===== src/rtl/agu_lsq_unit_if.sv =====
// rtl/agu_lsq_unit_if.sv - issue, data-memory and CDB signal bundle for the load/store unit
interface agu_lsq_unit_if #(
    parameter int XLEN  = 32,
    parameter int TAG_W = 6
);
    // issue side (reservation station -> unit)
    logic                issue_valid;
    logic                issue_ready;
    logic [XLEN-1:0]     issue_base;
    logic [XLEN-1:0]     issue_imm;
    logic [XLEN-1:0]     issue_data;
    logic                issue_store;
    logic [1:0]          issue_size;
    logic                issue_unsigned;
    logic [TAG_W-1:0]    issue_tag;

    // data-memory request/grant/rvalid
    logic                mem_req;
    logic                mem_gnt;
    logic                mem_we;
    logic [XLEN/8-1:0]   mem_be;
    logic [XLEN-1:0]     mem_addr;
    logic [XLEN-1:0]     mem_wdata;
    logic                mem_rvalid;
    logic [XLEN-1:0]     mem_rdata;

    // common data bus broadcast
    logic                cdb_valid;
    logic                cdb_ready;
    logic [XLEN-1:0]     cdb_data;
    logic [TAG_W-1:0]    cdb_tag;
    logic                cdb_exc;

    // the load/store unit itself
    modport master (
        input  issue_valid, issue_base, issue_imm, issue_data, issue_store,
        input  issue_size, issue_unsigned, issue_tag,
        output issue_ready,
        output mem_req, mem_we, mem_be, mem_addr, mem_wdata,
        input  mem_gnt, mem_rvalid, mem_rdata,
        output cdb_valid, cdb_data, cdb_tag, cdb_exc,
        input  cdb_ready
    );

    // the surrounding pipeline and memory
    modport slave (
        output issue_valid, issue_base, issue_imm, issue_data, issue_store,
        output issue_size, issue_unsigned, issue_tag,
        input  issue_ready,
        input  mem_req, mem_we, mem_be, mem_addr, mem_wdata,
        output mem_gnt, mem_rvalid, mem_rdata,
        input  cdb_valid, cdb_data, cdb_tag, cdb_exc,
        output cdb_ready
    );
endinterface


===== src/rtl/agu_lsq_unit.sv =====
// rtl/agu_lsq_unit.sv - address generation plus in-order load/store queue with memory and CDB handshakes
module agu_lsq_unit #(
    parameter int XLEN  = 32,
    parameter int TAG_W = 6,
    parameter int DEPTH = 4
) (
    input  logic             clk,
    input  logic             rst_n,
    input  logic             flush,
    agu_lsq_unit_if.master   bus
);
    localparam int NB   = XLEN / 8;
    localparam int OFFW = $clog2(NB);
    localparam int PW   = $clog2(DEPTH);

    typedef enum logic [1:0] {
        S_IDLE = 2'd0,
        S_REQ  = 2'd1,
        S_WAIT = 2'd2,
        S_RESP = 2'd3
    } state_t;

    // queue storage, one field per array
    logic [XLEN-1:0]  r_q_ea    [DEPTH];
    logic [XLEN-1:0]  r_q_data  [DEPTH];
    logic             r_q_store [DEPTH];
    logic [1:0]       r_q_size  [DEPTH];
    logic             r_q_uns   [DEPTH];
    logic [TAG_W-1:0] r_q_tag   [DEPTH];
    logic             r_q_mis   [DEPTH];

    logic [PW:0]      r_wptr;
    logic [PW:0]      r_rptr;
    state_t           r_state;
    state_t           w_state_nxt;
    logic             r_discard;
    logic [XLEN-1:0]  r_cdb_data;
    logic [TAG_W-1:0] r_cdb_tag;
    logic             r_cdb_exc;

    logic             w_full;
    logic             w_empty;
    logic             w_enq;
    logic             w_pop;
    logic [XLEN-1:0]  w_ea;
    logic [1:0]       w_size;
    logic             w_mis;

    logic [PW-1:0]    w_hidx;
    logic [XLEN-1:0]  w_h_ea;
    logic [XLEN-1:0]  w_h_data;
    logic             w_h_store;
    logic [1:0]       w_h_size;
    logic             w_h_uns;
    logic [TAG_W-1:0] w_h_tag;
    logic             w_h_mis;
    logic [OFFW-1:0]  w_off;

    logic [NB-1:0]    w_be;
    logic [XLEN-1:0]  w_wdata;
    logic [XLEN-1:0]  w_shift;
    logic [XLEN-1:0]  w_ld;

    logic             w_mem_req;
    logic             w_cap;
    logic [XLEN-1:0]  w_cap_data;
    logic             w_cap_exc;
    logic             w_disc_set;

    // full/empty from the extra pointer MSB; issue_ready only reflects registered occupancy
    assign w_empty = (r_wptr == r_rptr);
    assign w_full  = (r_wptr[PW] != r_rptr[PW]) && (r_wptr[PW-1:0] == r_rptr[PW-1:0]);
    assign w_enq   = bus.issue_valid && !w_full && !flush;
    assign bus.issue_ready = !w_full;

    // effective address and alignment are resolved once, at enqueue time
    assign w_ea   = bus.issue_base + bus.issue_imm;
    assign w_size = (bus.issue_size == 2'd3) ? 2'd2 : bus.issue_size;
    assign w_mis  = ((w_size == 2'd1) && w_ea[0]) ||
                    ((w_size == 2'd2) && (w_ea[OFFW-1:0] != '0));

    // queue payload write; contents need no reset since pointers gate visibility
    always_ff @(posedge clk) begin
        if (w_enq) begin
            r_q_ea[r_wptr[PW-1:0]]    <= w_ea;
            r_q_data[r_wptr[PW-1:0]]  <= bus.issue_data;
            r_q_store[r_wptr[PW-1:0]] <= bus.issue_store;
            r_q_size[r_wptr[PW-1:0]]  <= w_size;
            r_q_uns[r_wptr[PW-1:0]]   <= bus.issue_unsigned;
            r_q_tag[r_wptr[PW-1:0]]   <= bus.issue_tag;
            r_q_mis[r_wptr[PW-1:0]]   <= w_mis;
        end
    end

    // head-of-queue view
    assign w_hidx    = r_rptr[PW-1:0];
    assign w_h_ea    = r_q_ea[w_hidx];
    assign w_h_data  = r_q_data[w_hidx];
    assign w_h_store = r_q_store[w_hidx];
    assign w_h_size  = r_q_size[w_hidx];
    assign w_h_uns   = r_q_uns[w_hidx];
    assign w_h_tag   = r_q_tag[w_hidx];
    assign w_h_mis   = r_q_mis[w_hidx];
    assign w_off     = w_h_ea[OFFW-1:0];

    // byte enables and lane-replicated store data for the head op
    always_comb begin
        w_be    = '1;
        w_wdata = w_h_data;
        case (w_h_size)
            2'd0: begin
                w_be    = {{(NB-1){1'b0}}, 1'b1} << w_off;
                w_wdata = {NB{w_h_data[7:0]}};
            end
            2'd1: begin
                w_be    = {{(NB-2){1'b0}}, 2'b11} << w_off;
                w_wdata = {(NB/2){w_h_data[15:0]}};
            end
            default: begin
                w_be    = '1;
                w_wdata = w_h_data;
            end
        endcase
    end

    // aligned words have a zero lane offset, so the shifted value doubles as the word result
    assign w_shift = bus.mem_rdata >> {w_off, 3'b000};

    // load lane extraction with sign/zero extension
    always_comb begin
        w_ld = w_shift;
        case (w_h_size)
            2'd0:    w_ld = {{(XLEN-8){!w_h_uns && w_shift[7]}}, w_shift[7:0]};
            2'd1:    w_ld = {{(XLEN-16){!w_h_uns && w_shift[15]}}, w_shift[15:0]};
            default: w_ld = w_shift;
        endcase
    end

    // next-state and handshake outputs; IDLE issues the request directly so an aligned
    // head reaches memory in the first cycle it is visible
    always_comb begin
        w_state_nxt = r_state;
        w_mem_req   = 1'b0;
        w_pop       = 1'b0;
        w_cap       = 1'b0;
        w_cap_data  = '0;
        w_cap_exc   = 1'b0;
        case (r_state)
            S_IDLE: begin
                if (!w_empty) begin
                    if (w_h_mis) begin
                        w_cap       = 1'b1;
                        w_cap_exc   = 1'b1;
                        w_state_nxt = S_RESP;
                    end else if (!r_discard) begin
                        w_mem_req = 1'b1;
                        if (!bus.mem_gnt) begin
                            w_state_nxt = S_REQ;
                        end else if (w_h_store) begin
                            w_cap       = 1'b1;
                            w_state_nxt = S_RESP;
                        end else begin
                            w_state_nxt = S_WAIT;
                        end
                    end
                end
            end
            S_REQ: begin
                w_mem_req = 1'b1;
                if (bus.mem_gnt) begin
                    if (w_h_store) begin
                        w_cap       = 1'b1;
                        w_state_nxt = S_RESP;
                    end else begin
                        w_state_nxt = S_WAIT;
                    end
                end
            end
            S_WAIT: begin
                if (bus.mem_rvalid) begin
                    w_cap       = 1'b1;
                    w_cap_data  = w_ld;
                    w_state_nxt = S_RESP;
                end
            end
            S_RESP: begin
                if (bus.cdb_ready) begin
                    w_pop       = 1'b1;
                    w_state_nxt = S_IDLE;
                end
            end
            default: w_state_nxt = S_IDLE;
        endcase
        if (flush) begin
            w_state_nxt = S_IDLE;
        end
    end

    // a load whose read data is still owed when flushed must have that rvalid swallowed
    assign w_disc_set = flush &&
                        (((r_state == S_WAIT) && !bus.mem_rvalid) ||
                         (w_mem_req && bus.mem_gnt && !w_h_store));

    // state, pointers and discard flag
    always_ff @(posedge clk or negedge rst_n) begin
        if (!rst_n) begin
            r_state   <= S_IDLE;
            r_wptr    <= '0;
            r_rptr    <= '0;
            r_discard <= 1'b0;
        end else begin
            r_state <= w_state_nxt;
            if (flush) begin
                r_rptr <= r_wptr;
            end else begin
                if (w_enq) begin
                    r_wptr <= r_wptr + {{PW{1'b0}}, 1'b1};
                end
                if (w_pop) begin
                    r_rptr <= r_rptr + {{PW{1'b0}}, 1'b1};
                end
            end
            if (w_disc_set) begin
                r_discard <= 1'b1;
            end else if (r_discard && bus.mem_rvalid) begin
                r_discard <= 1'b0;
            end
        end
    end

    // CDB payload is latched on entry to RESP and held until the broadcast is taken
    always_ff @(posedge clk or negedge rst_n) begin
        if (!rst_n) begin
            r_cdb_data <= '0;
            r_cdb_tag  <= '0;
            r_cdb_exc  <= 1'b0;
        end else if (w_cap) begin
            r_cdb_data <= w_cap_data;
            r_cdb_tag  <= w_h_tag;
            r_cdb_exc  <= w_cap_exc;
        end
    end

    assign bus.mem_req   = w_mem_req;
    assign bus.mem_we    = w_mem_req && w_h_store;
    assign bus.mem_be    = w_mem_req ? w_be : '0;
    assign bus.mem_addr  = w_mem_req ? {w_h_ea[XLEN-1:OFFW], {OFFW{1'b0}}} : '0;
    assign bus.mem_wdata = w_mem_req ? w_wdata : '0;

    assign bus.cdb_valid = (r_state == S_RESP);
    assign bus.cdb_data  = r_cdb_data;
    assign bus.cdb_tag   = r_cdb_tag;
    assign bus.cdb_exc   = r_cdb_exc;
endmodule


===== src/flat_wrapper.sv =====
// flat-port wrapper written by rule: the top's interface ports become plain ports
module agu_lsq_unit_flat 
#(
    parameter int XLEN  = 32,
    parameter int TAG_W = 6,
    parameter int DEPTH = 4
)
  (clk, rst_n, flush, bus_issue_valid, bus_issue_base, bus_issue_imm, bus_issue_data, bus_issue_store, bus_issue_size, bus_issue_unsigned, bus_issue_tag, bus_issue_ready, bus_mem_req, bus_mem_we, bus_mem_be, bus_mem_addr, bus_mem_wdata, bus_mem_gnt, bus_mem_rvalid, bus_mem_rdata, bus_cdb_valid, bus_cdb_data, bus_cdb_tag, bus_cdb_exc, bus_cdb_ready);
  agu_lsq_unit_if #(.XLEN(XLEN), .TAG_W(TAG_W)) bus_i ();
  input  logic clk;
  input  logic rst_n;
  input  logic flush;
  input wire logic [$bits(bus_i.issue_valid)-1:0] bus_issue_valid;
  input wire logic [$bits(bus_i.issue_base)-1:0] bus_issue_base;
  input wire logic [$bits(bus_i.issue_imm)-1:0] bus_issue_imm;
  input wire logic [$bits(bus_i.issue_data)-1:0] bus_issue_data;
  input wire logic [$bits(bus_i.issue_store)-1:0] bus_issue_store;
  input wire logic [$bits(bus_i.issue_size)-1:0] bus_issue_size;
  input wire logic [$bits(bus_i.issue_unsigned)-1:0] bus_issue_unsigned;
  input wire logic [$bits(bus_i.issue_tag)-1:0] bus_issue_tag;
  output wire logic [$bits(bus_i.issue_ready)-1:0] bus_issue_ready;
  output wire logic [$bits(bus_i.mem_req)-1:0] bus_mem_req;
  output wire logic [$bits(bus_i.mem_we)-1:0] bus_mem_we;
  output wire logic [$bits(bus_i.mem_be)-1:0] bus_mem_be;
  output wire logic [$bits(bus_i.mem_addr)-1:0] bus_mem_addr;
  output wire logic [$bits(bus_i.mem_wdata)-1:0] bus_mem_wdata;
  input wire logic [$bits(bus_i.mem_gnt)-1:0] bus_mem_gnt;
  input wire logic [$bits(bus_i.mem_rvalid)-1:0] bus_mem_rvalid;
  input wire logic [$bits(bus_i.mem_rdata)-1:0] bus_mem_rdata;
  output wire logic [$bits(bus_i.cdb_valid)-1:0] bus_cdb_valid;
  output wire logic [$bits(bus_i.cdb_data)-1:0] bus_cdb_data;
  output wire logic [$bits(bus_i.cdb_tag)-1:0] bus_cdb_tag;
  output wire logic [$bits(bus_i.cdb_exc)-1:0] bus_cdb_exc;
  input wire logic [$bits(bus_i.cdb_ready)-1:0] bus_cdb_ready;
  assign bus_i.issue_valid = bus_issue_valid;
  assign bus_i.issue_base = bus_issue_base;
  assign bus_i.issue_imm = bus_issue_imm;
  assign bus_i.issue_data = bus_issue_data;
  assign bus_i.issue_store = bus_issue_store;
  assign bus_i.issue_size = bus_issue_size;
  assign bus_i.issue_unsigned = bus_issue_unsigned;
  assign bus_i.issue_tag = bus_issue_tag;
  assign bus_issue_ready = bus_i.issue_ready;
  assign bus_mem_req = bus_i.mem_req;
  assign bus_mem_we = bus_i.mem_we;
  assign bus_mem_be = bus_i.mem_be;
  assign bus_mem_addr = bus_i.mem_addr;
  assign bus_mem_wdata = bus_i.mem_wdata;
  assign bus_i.mem_gnt = bus_mem_gnt;
  assign bus_i.mem_rvalid = bus_mem_rvalid;
  assign bus_i.mem_rdata = bus_mem_rdata;
  assign bus_cdb_valid = bus_i.cdb_valid;
  assign bus_cdb_data = bus_i.cdb_data;
  assign bus_cdb_tag = bus_i.cdb_tag;
  assign bus_cdb_exc = bus_i.cdb_exc;
  assign bus_i.cdb_ready = bus_cdb_ready;
  agu_lsq_unit #(.XLEN(XLEN), .TAG_W(TAG_W), .DEPTH(DEPTH)) u_core (.clk(clk), .rst_n(rst_n), .flush(flush), .bus(bus_i));
endmodule

===== config.mk =====
export PLATFORM = sky130hd
export DESIGN_NAME = agu_lsq_unit_flat
export DESIGN_NICKNAME = d
export VERILOG_FILES = /design/src/rtl/agu_lsq_unit_if.sv /design/src/rtl/agu_lsq_unit.sv /design/src/flat_wrapper.sv
export SDC_FILE = /design/constraint.sdc
export NUM_CORES = 1
export LEC_CHECK = 0
export CORE_ASPECT_RATIO = 1.4
export CORE_MARGIN = 2
export CORE_UTILIZATION = 49
export CTS_CLUSTER_SIZE = 12
export DETAILED_ROUTE_END_ITERATION = 10
export PLACE_DENSITY = 0.8
export SYNTH_ARGS = -nofsm -noshare
export SYNTH_HDL_FRONTEND = slang
export SYNTH_SLANG_ARGS = --single-unit

===== constraint.sdc =====
create_clock -name clk -period 3.5 [get_ports clk]
set_clock_uncertainty 0.15 [all_clocks]
set_input_delay 0.35 -clock clk [delete_from_list [all_inputs] [get_ports clk]]
set_output_delay 0.35 -clock clk [all_outputs]
set_load 0.01 [all_outputs]

==> impl_results.md <==
* Status: finished clean
* Unique masters post-synth at slightly above 60
* CTS H-tree lvls at 2
* Reg2reg setup slack at approximately 710 ps
* Initial drt markers at about 840
* YS warnings at 0
* # IOs at 256
* Setup Viol. Count Final at 0
* DP Cell Count at 1,674
* Slew HR at a little under two fifths
* CP max FO at 11
* Drc violations at 0
* Hold Path Stages at 1
* Core region area at 32,210 sq um
* Share of post-route cells with drive strength above 1 at 15.00%
* Hold Startpoint: bus_issue_data[22]
* Initial core utilization at 49.37%
* CTS max path bufs at 3
* Sequential fraction of the synthesis area at 64.21%
* Total Nets Final at 1,509
* Largest net degree at the start of global routing at 67
* Clock Root Buffer: clkbuf_16
* Clock-pin slew on the worst setup and hold paths at 60 ps
* Reg2Reg Depth at 6
* Number of synthesized flops with an enable pin at 300
* Worst Hold Class: input port to flip-flop
* Most common cell after layout, fill and taps aside: edfxtp_1
* All-Layer GR Usage at 23.40%
* Via count at 10,240
* Commonest cells after routing, fill and taps aside: edfxtp_1 (300), clkdlybuf4s50_1 (239), mux4_2 (74), nand2_1 (69), a21oi_1 (53)
* FILL cells at 2,347
* Min-Delay Endpoint: u_core.r_q_data[1][22]
* GP Congestion at 0.9289
* Vias in the first global route at 10,400
* Slew Viols, Final at 0
* Most used DFF post-synth: edfxtp_1
* Fmax at 0.2898 GHz
* Max VDD drop at 0.0003553 V
* Row cnt at 78
* Gate count of the mapped netlist at about 1,000
* Cell Pwr Density at 782.1 nW/um^2
* Initial antenna violation count at 4
* Final Hold Fails at 0
* RSZ-0062 raised after global routing: yes
* First-pass GRT wire length at 59,590 um
* FFs w/ async S/R, synth at between 10% and 20%
* I/O Buffers at 253
* Total Power at 0.01593 W
* Non-Filler Instances at between 1,500 and 2,000
* RR Startpoint: u_core.r_rptr[0]
* Vias/cell at 5.879
* CTS tree: built
* Post-Syn Area per Cell at 15.50 sq um
* Routed Antenna Nets at 0
* Worst setup SP type: flip-flop
* HPWL Detailed at 27,870 um
* WL per Instance at 22.90 um
* Sink Count at approximately 350
* WP data arrival at 2950 ps
* DRT Pass-1 Iters at 5
* Slew @ Worst Pin at 941.8 ps
* Final hold slack at 307.9 ps
* TritonCTS Buffers at 35
* Area grow syn2layout at 28.12%
* Critical path required time at 3000 ps
* Post-layout min period at 3450 ps
* Die area at 33,930 sq um
* Static leakage at 7.435 nW
* Maxcap violations at 0
* Worst-Skew Late Latency at 520 ps
* #FFs+latches synth at 348
* Gr ovfl total at 0
* Die W at 156.3 um
* Period utilization at 98.58%
* CP Capture Type: output pin
* Reg-to-Reg End: u_core.bus.cdb_tag[1]
* Post-Syn Area at 15,900 sq um
* Die Span Y at 217.2 um
* Final WL at about 40,000 um
* Worst Setup Path Type: flip-flop to output pin
registers in the layout, indices dropped and copies added (netlist names):
signal and flops:
u_core.r_q_data 128, u_core.r_q_ea 128, u_core.bus.cdb_data 32, u_core.r_q_tag 24, u_core.r_q_size 8, u_core.bus.cdb_tag 6, u_core.r_q_mis 4, u_core.r_q_store 4
u_core.r_q_uns 4, u_core.r_rptr 3, u_core.r_wptr 3, u_core.r_state 2, u_core.bus.cdb_exc 1, u_core.r_discard 1
kinds of logic (layout without fill, tap and decap cells):
group	after synthesis	in the layout	share of synthesized area [%]
AO/OA/AOI/OAI	195	196	8.380
XOR/XNOR	35	35	1.928
adder cells (fa/ha/maj)	41	41	3.273
buffers and inverters	72	383	2.140
flip-flops	348	348	64.21
multiplexers	115	116	13.06
other	1	3	0.02358
AND/OR/NAND/NOR	219	219	6.987
how the worst max path moves through the flow:
stage	startpoint	to	cells past startpoint
detailed placement	bus_issue_imm[0]	u_core.r_q_ea[2][30]	13
global route	u_core.r_rptr[0]	bus_mem_wdata[27]	6
floorplan	u_core.r_rptr[1]	u_core.r_q_data[3][0]	7
finish	u_core.r_rptr[0]	bus_mem_wdata[27]	6
CTS	u_core.r_rptr[0]	bus_mem_wdata[13]	7
global placement	bus_issue_imm[16]	u_core.r_q_ea[0][31]	9
critical path: stages, from the launching register on:
cell	delay, ps
dfrtp_4	450
mux4_2	580
nor2_4	220
a21oi_4	140
buf_12	180
a211oi_2	250
clkdlybuf4s50_1	600
Yosys cell counts, drive strengths merged, types with 7 or more instances:
library cell	count	area share, %
a21o	11	0.52
nand2	70	1.7
xnor2	21	1.2
a21oi	55	1.7
mux2i	32	2.0
nor2	48	1.1
inv	17	0.40
ha	40	3.1
a221o	16	1.0
a211oi	24	1.1
o21a	7	0.33
clkbuf	29	0.68
xor2	14	0.77
a22o	7	0.39
nor2b	46	1.8
and2	15	0.61
buf	25	1.0
mux4	73	10
edfxtp	300	57
mux2	10	0.71
dfrtp	48	7.6
o21ai	32	1.0
a211o	9	0.50
nand3	9	0.28
metrics by stage:
step                      utilization [%]  setup TNS, ps  cell area (sq um)  worst slack, ps
after floorplan                         -              0              15910            597.3
after global placement              59.43              0              19140            20.78
after detailed placement            59.43         -40.70              19140           -10.18
after CTS                           63.01         -3.918              20290           -3.477
after global routing                63.25         -30.87              20370           -30.78
final                               63.26              0              20370            49.86
report_power, final:
part,internal (W),leakage [nW],switching [W]
clock,0.00192,0.479,0.00142
sequential,0.00527,3.35,0.000259
combinational,0.00341,3.61,0.00365
total,0.0106,7.44,0.00533
repair_timing:
| action | in CTS | in global routing |
|---|---|---|
| setup buffers | 6 | 2 |
| gates cloned | 2 | 1 |
| pin swaps | 2 | 1 |
| endpoints found under the hold margin | 39 | 0 |
| hold buffers | 1 | 0 |
| endpoints found under the setup margin | 64 | 22 |
| resized for setup | 21 | 12 |
final cells by class:
cell class / instances / area, sq um / share of cell area [%]
multi-input combinational: 609 / 5448 / 26.74
antenna: 1 / 2.502 / 0.01228
sequential: 348 / 10220 / 50.15
timing repair buffer: 311 / 3147 / 15.45
clock inverter: 1 / 5.005 / 0.02457
tap: 400 / 500.5 / 2.457
clock buffer: 53 / 985.9 / 4.839
inverter: 18 / 67.56 / 0.3316
per-layer routing:
| layer | global-route usage (%) | vias to the layer above | wire (um) |
|---|---|---|---|
| li1 | - | 4618 | - |
| met1 | 26.19 | 5057 | 14270 |
| met2 | 42.14 | 449 | 20980 |
| met3 | 5.217 | 104 | 2827 |
| met4 | 10.92 | 8 | 1719 |
| met5 | 0 | - | 60 |
(Power assumes the default switching activity.)
